<file path="config.mk">
export PLATFORM = sky130hd
export DESIGN_NAME = rnd_refill_buffer
export DESIGN_NICKNAME = d
export VERILOG_FILES = /design/src/rtl/rnd_refill_buffer.sv
export SDC_FILE = /design/constraint.sdc
export NUM_CORES = 2
export LEC_CHECK = 0
export ABC_AREA = 0
export CORE_AREA = 10 10 530 532
export CTS_CLUSTER_DIAMETER = 60
export DETAILED_ROUTE_END_ITERATION = 10
export DIE_AREA = 0 0 540 542
export GPL_TIMING_DRIVEN = 0
export PLACE_DENSITY = 0.5
export SLEW_MARGIN = 25
export SYNTH_ARGS = -nofsm -noshare
export SYNTH_HDL_FRONTEND = slang
export SYNTH_SLANG_ARGS = --single-unit
</file>
<file path="constraint.sdc">
create_clock -name clk -period 2.8 [get_ports clk]
set_clock_uncertainty 0.2 [all_clocks]
set_input_delay 0.42 -clock clk [delete_from_list [all_inputs] [get_ports clk]]
set_output_delay 0.42 -clock clk [all_outputs]
set_load 0.05 [all_outputs]
</file>
<file path="src/rtl/rnd_refill_buffer.sv">
`default_nettype none
// ============================================================================
//  Module   : rnd_refill_buffer
//  Brief    : FIFO buffer of PRNG randomness words feeding the masked AES core.
//             It primes to full before releasing words, and counts starved cycles.
//  Revision : 1.0 - initial release
// ============================================================================
module rnd_refill_buffer #(
  parameter int RND   = 680,
  parameter int DEPTH = 2
) (
  input  logic                         clk,
  input  logic                         nrst,
  input  logic                         flush,
  input  logic                         in_valid,
  output logic                         in_ready,
  input  logic [RND-1:0]               in_rnd,
  output logic                         out_valid,
  input  logic                         out_ready,
  output logic [RND-1:0]               out_rnd,
  output logic [$clog2(DEPTH+1)-1:0]   level,
  output logic [7:0]                   starve_cnt
);

  localparam int c_LVL_W = $clog2(DEPTH+1);
  localparam int c_PTR_W = $clog2(DEPTH);
  localparam logic [c_LVL_W-1:0] c_FULL    = c_LVL_W'(DEPTH);
  localparam logic [c_LVL_W-1:0] c_LVL_ONE = c_LVL_W'(1);
  localparam logic [c_PTR_W-1:0] c_LAST    = c_PTR_W'(DEPTH-1);
  localparam logic [c_PTR_W-1:0] c_PTR_ONE = c_PTR_W'(1);

  typedef enum logic [0:0] {
    PRIME = 1'b0,
    RUN   = 1'b1
  } state_t;

  state_t               r_state;
  logic [RND-1:0]       r_mem [DEPTH];
  logic [c_PTR_W-1:0]   r_wr_ptr;
  logic [c_PTR_W-1:0]   r_rd_ptr;
  logic [c_LVL_W-1:0]   r_level;
  logic                 r_out_valid;
  logic [7:0]           r_starve_cnt;

  logic                 w_space;
  logic                 w_push;
  logic                 w_pop;
  logic [c_LVL_W-1:0]   w_level_nxt;

  function automatic logic [c_PTR_W-1:0] f_next_ptr(input logic [c_PTR_W-1:0] p);
    return (p == c_LAST) ? '0 : p + c_PTR_ONE;
  endfunction

  // nrst only gates the visible ready; the internal push needs no gating
  // because every register is held in reset anyway.
  assign w_space  = (r_level < c_FULL) && !flush;
  assign in_ready = nrst && w_space;
  assign w_push   = in_valid && w_space;
  assign w_pop    = r_out_valid && out_ready && !flush;

  always_comb begin
    w_level_nxt = r_level;
    if (flush)
      w_level_nxt = '0;
    else if (w_push && !w_pop)
      w_level_nxt = r_level + c_LVL_ONE;
    else if (!w_push && w_pop)
      w_level_nxt = r_level - c_LVL_ONE;
  end

  always_ff @(posedge clk or negedge nrst) begin
    if (!nrst) begin
      for (int i = 0; i < DEPTH; i++)
        r_mem[i] <= '0;
      r_wr_ptr <= '0;
      r_rd_ptr <= '0;
      r_level  <= '0;
    end else if (flush) begin
      r_wr_ptr <= '0;
      r_rd_ptr <= '0;
      r_level  <= '0;
    end else begin
      if (w_push) begin
        r_mem[r_wr_ptr] <= in_rnd;
        r_wr_ptr        <= f_next_ptr(r_wr_ptr);
      end
      if (w_pop)
        r_rd_ptr <= f_next_ptr(r_rd_ptr);
      r_level <= w_level_nxt;
    end
  end

  // Release words only once the buffer has been filled completely, so the
  // core never stalls mid-encryption on a half-empty buffer.
  always_ff @(posedge clk or negedge nrst) begin
    if (!nrst) begin
      r_state     <= PRIME;
      r_out_valid <= 1'b0;
    end else if (flush) begin
      r_state     <= PRIME;
      r_out_valid <= 1'b0;
    end else begin
      case (r_state)
        PRIME: begin
          if (w_level_nxt == c_FULL) begin
            r_state     <= RUN;
            r_out_valid <= 1'b1;
          end else begin
            r_out_valid <= 1'b0;
          end
        end
        RUN: begin
          if (w_level_nxt == '0) begin
            r_state     <= PRIME;
            r_out_valid <= 1'b0;
          end else begin
            r_out_valid <= 1'b1;
          end
        end
        default: begin
          r_state     <= PRIME;
          r_out_valid <= 1'b0;
        end
      endcase
    end
  end

  always_ff @(posedge clk or negedge nrst) begin
    if (!nrst)
      r_starve_cnt <= '0;
    else if (out_ready && !r_out_valid && !flush && (r_starve_cnt != 8'hFF))
      r_starve_cnt <= r_starve_cnt + 8'd1;
  end

  assign out_valid  = r_out_valid;
  assign out_rnd    = r_mem[r_rd_ptr];
  assign level      = r_level;
  assign starve_cnt = r_starve_cnt;

endmodule
`default_nettype wire

</file>
### Word-level counts from Yosys, hierarchy flattened

Cells that the tools add are included.

* register bits after elaboration: 1373
* bits of input ports: 685
* output and inout bits: 692
* logic and storage cells: 61

* $add $sub $neg: 5
* $lt $le $gt $ge: 4
* equality and inequality tests: 2
* muxes and demuxes: 20
* bitwise logic cells: 4
* reduce and logical (&&, ||, !) cells: 19

Operators by type and width (count)
* 680-bit two-way mux: 4
* 1360-bit bitwise mux: 1
* 680-bit demux with 1-bit select: 1
* 1-bit logical AND: 11
* 1-bit two-way mux: 9
* 8-bit by 1-bit adder with 8-bit output, second input constant: 1
* 2-bit two-way mux: 4
* 8-bit inequality test, second input constant: 1
* 2-bit greater-or-equal comparator, second input constant: 2
* 1-bit logical NOT: 4
* 1-bit inverter with 2-bit output: 2
* 2-bit nonzero test: 2
* 1-bit adder, second input constant: 2
* 2-bit by 1-bit adder with 2-bit output, second input constant: 1
* 2-bit equality test, second input constant: 1
* 2-bit logical NOT: 1
* 2-bit by 1-bit < comparator with 1-bit output, second input constant: 1
* 2-bit < comparator, second input constant: 1
* 1-bit inverter: 2
* 1-bit one-hot mux with 2 select lines: 1
* 2-bit AND reduction: 1
* 2-bit by 1-bit subtractor with 2-bit output, second input constant: 1

### Longest topological paths before layout

* depth after elaboration: 12
* mapped depth: 7
* gate-level depth less buffers: 4

### Least setup slack after synthesis

OpenSTA, ideal clock, no wires.

* kind: register to output
* from: reg r_level[1] (netlist: level[1])
* to: out in_ready
* arrival time: 1.871 ns
* data required time: 2.180 ns
* setup slack: 0.309 ns
* cell stages (with the launch flop): 2
* path buffers: 0
* cells stage by stage: dfrtp_1 -> nor3b_1

* word-level cells in the longest chain between the ends: 3

RTL lines
* start, declared: line 41 `logic [c_LVL_W-1:0] r_level;`
* start signal, assigned: line 89 `r_level <= w_level_nxt;`
* 2-bit < comparator: line 56 `assign w_space = (r_level < c_FULL) && !flush;`
* 1-bit logical AND: line 56
* 1-bit logical AND: line 57 `assign in_ready = nrst && w_space;`
* end, declared: line 16 `output logic in_ready,`

Every way passes these cells.

### Final worst setup path

* from: reg r_rd_ptr
* to: out out_rnd[578]

* word-level cells in the longest chain between the ends: 4

RTL lines
* start, declared: line 40 `logic [c_PTR_W-1:0] r_rd_ptr;`
* start signal, assigned: line 88 `r_rd_ptr <= f_next_ptr(r_rd_ptr);`
* 1-bit inverter with 2-bit output (implied by the code): line 136 `assign out_rnd = r_mem[r_rd_ptr];`
* 680-bit two-way mux (implied by the code) (3 in series): line 136
* end, declared: line 20 `output logic [RND-1:0] out_rnd,`

Every way passes these cells. The select of a mux whose other input is x is not followed.

==> results.toml <==
[logic_synthesis]
yosysSeqAreaShare_pct = 58.4
ys_warn_count = 0
synth_area_um2 = 58900
netlist_instances = 3691
synth_cell_types = 25
synth_seq_cells = 1373
syn_area_per_cell_um2 = 15.9
syn_nets = 4377

[cts]
root_buffer = "clkbuf_16"
cts_tree = "built"
clk_latency_ns = 0.82
h-tree-depth = 4
clkTransAtPathRegs_ns = 0.06
numCtsBuffers = 176
cts.sinks = 1373
clock_path_buffers = 4

[outcome]
violations = "hold timing, setup timing"
status = "finished with violations"

[final_layout]
postLayoutCoreUtil_pct = 33.4
seq_area_um2 = 34400
area_growth_pct = 53.1
fill_cells = 26600
drive_above_1_share_pct = 50.1
multi_input_area_um2 = 23600
final_nets = 6590

[drt]
wl_met3_um = 24900
dr_wl_met2_um = 136000
firstDrtPassIters = 5
drtIter0Drc = 1728
wl_per_cell_um = 29.0
vias = 40900
drc = 0
routed_wl_um = 280000
vias_per_cell = 4.24
postRouteAntennaNets = 0
top_layer = "met5"
drt-met1-wl_um = 113000

[sta]
fin_ws_ns = -0.413
finalSetupViolCount = 1602
fmax_mhz = 311
rsz0062_at_grt = "true"
finalCritPeriodShare_pct = 115
hold_viol = 200
relSlewSlack_pct = 33.2
timing.final.crit_period_ns = 3.21
fin_hold_ws_ns = -0.663
worstMarginPinSlew_ns = 1.00
slew_viol_final = 0
setup_tns_ns = -328.44

[critical_path]
arrival_ns = 2.59
max_stage_delay_ns = 0.45
end_kind = "primary output"
crit_top_cell = "clkbuf_16"
cpLargestDelayFamily = "buffers and inverters"
regToRegEndpoint = "r_mem[1324]"
r2r_start = "level[1]"
crit_fanout = 11
r2r_setup_slack_ns = -0.32
crit_required_ns = 2.18
cp_cell_sequence = "clkbuf_16 > clkbuf_16 > clkbuf_16 > mux2_2 > clkdlybuf4s15_2"
crit_buf_inv = 4
ff2ff_path_depth = 5
critPathKind = "flop to primary output"
worst_path_max_delay_cell = "clkdlybuf4s15_2"
crit_path_start_kind = "flop"

[grt]
grt_pass1_vias = 45000
overflow = 0
grt_start_max_net_pins = 134
grt_pass1_wl_um = 380000
track_usage_pct = 18.2
antenna_found_initial = 88

[pwr]
p_per_area_nw_per_um2 = 1080
p_leak_uw = 0.0375
ir_drop_uv = 619

[floorplanning]
io_pins = 1377
rows = 191
die_width_um = 540
fp.dieArea_um2 = 293000
core_area_um2 = 270000
die_h_um = 542
start_util_pct = 21.8

[place]
hpwlAfterDp_um = 216000
port-buffer-count = 1375
gp_congestion = 0.807

[min_path]
hold_class = "input port to asynchronous set/reset pin"

[job]
maxCapViolCount = 0
worst max-delay path by stage:
stage,cells past startpoint,startpoint,endpoint,slack (ns)
CTS,6,r_rd_ptr,out_rnd[433],-0.54
finish,5,r_rd_ptr,out_rnd[578],-0.41
global route,5,r_rd_ptr,out_rnd[73],-0.50
floorplan,1,level[1],in_ready,0.31
detailed placement,6,r_rd_ptr,out_rnd[576],-1.63
global placement,1,nrst,r_mem[257],-63.11
what timing repair did:
item	in CTS	in global routing
hold buffers	621	6
hold endpoints to repair	1580	188
resized for setup	3434	415
gates cloned	7	11
setup buffers	1	0
endpoints found under the setup margin	1979	2137
pin swaps	0	0
registers in the layout (all words and copies together), names as in the netlist:
| signal | cells |
|---|---|
| r_mem | 1360 |
| starve_cnt | 8 |
| level | 2 |
| out_valid | 1 |
| r_rd_ptr | 1 |
| r_wr_ptr | 1 |
cell usage after synthesis:
cell type | instances | area share, %
nor4b_4 | 1 | 0.040
dfrtp_1 | 1373 | 58
and4_1 | 2 | 0.030
a21oi_1 | 5 | 0.043
nand4_1 | 1 | 0.011
nand2_1 | 4 | 0.026
nor4_1 | 1 | 0.011
nand2b_1 | 1 | 0.011
clkbuf_1 | 62 | 0.40
nor2b_1 | 3 | 0.032
mux2_2 | 1800 | 34
ha_1 | 1 | 0.021
nor4bb_1 | 1 | 0.017
mux2_1 | 243 | 4.6
nor3b_1 | 3 | 0.038
o21ai_0 | 7 | 0.060
nand3_1 | 2 | 0.017
inv_1 | 1 | 0.0064
xor2_1 | 2 | 0.030
a31oi_1 | 2 | 0.021
nor2_1 | 3 | 0.019
xnor2_1 | 5 | 0.074
buf_2 | 121 | 1.0
and3_1 | 2 | 0.021
buf_4 | 45 | 0.57
kinds of logic (layout without fill, tap and decap cells):
logic type,count (synthesis),count (layout),share of synthesized area (%)
and+or+nand+nor,24,24,0.272
AOI/OAI and AO/OA,14,14,0.123
DFF,1373,1373,58.4
muxes,2043,2043,39.1
xor gates and xnor gates,7,7,0.104
adders and majority gates,1,1,0.0213
buffers and inverters,229,2574,2.00
other,0,44,0
through the flow:
| step | cells | power, µW | setup slack, ns | cell area, µm² |
|---|---|---|---|---|
| 2_1_floorplan | 3691 | 58500 | 0.309 | 58900 |
| 3_3_place_gp | 8636 | 74800 | -63.11 | 77100 |
| 3_5_place_dp | 8651 | 75400 | -1.63 | 77500 |
| 4_1_cts | 9590 | 98500 | -0.535 | 89700 |
| 5_1_grt | 9628 | 102000 | -0.499 | 90100 |
| 6_report | 9650 | 97800 | -0.413 | 90100 |
power breakdown:
group	switching (µW)	internal, µW
Clock	9310	13700
Sequential	3910	28200
Combinational	26500	16300
metal layers:
layer / vias up / GRT usage [%]
met1: 21400 / 21.5
met3: 326 / 7.02
met5: - / 0
met2: 1290 / 31.5
met4: 62 / 3.60
li1: 17800 / -
cell usage in the layout (no fill, tap or decap), drive strengths merged:
cell type	n
and4	2
nor3b	3
clkinv	31
and3	2
nor2b	3
nand2	4
nor4b	1
nand2b	1
a31oi	2
ha	1
dfrtp	1373
nor4bb	1
o21ai	7
a21oi	5
xnor2	5
inv	14
nand3	2
clkbuf	325
dlygate4sd3	624
clkinvlp	6
bufbuf	1
bufinv	11
buf	728
xor2	2
clkdlybuf4s50	693
nor2	3
clkdlybuf4s15	141
mux2	2043
nor4	1
nand4	1
diode	44
layout make-up:
cell class,count,area share (%)
Buffer,228,2.64
Sequential cell,1373,38.1
Antenna cell,44,0.122
Tap cell,3570,4.96
Timing Repair Buffer,2035,21.6
Multi-Input combinational cell,2089,26.2
Clock buffer,249,5.63
Clock inverter,61,0.809
Inverter,1,0.00416
Note: power is estimated with default switching activity, not from simulation.
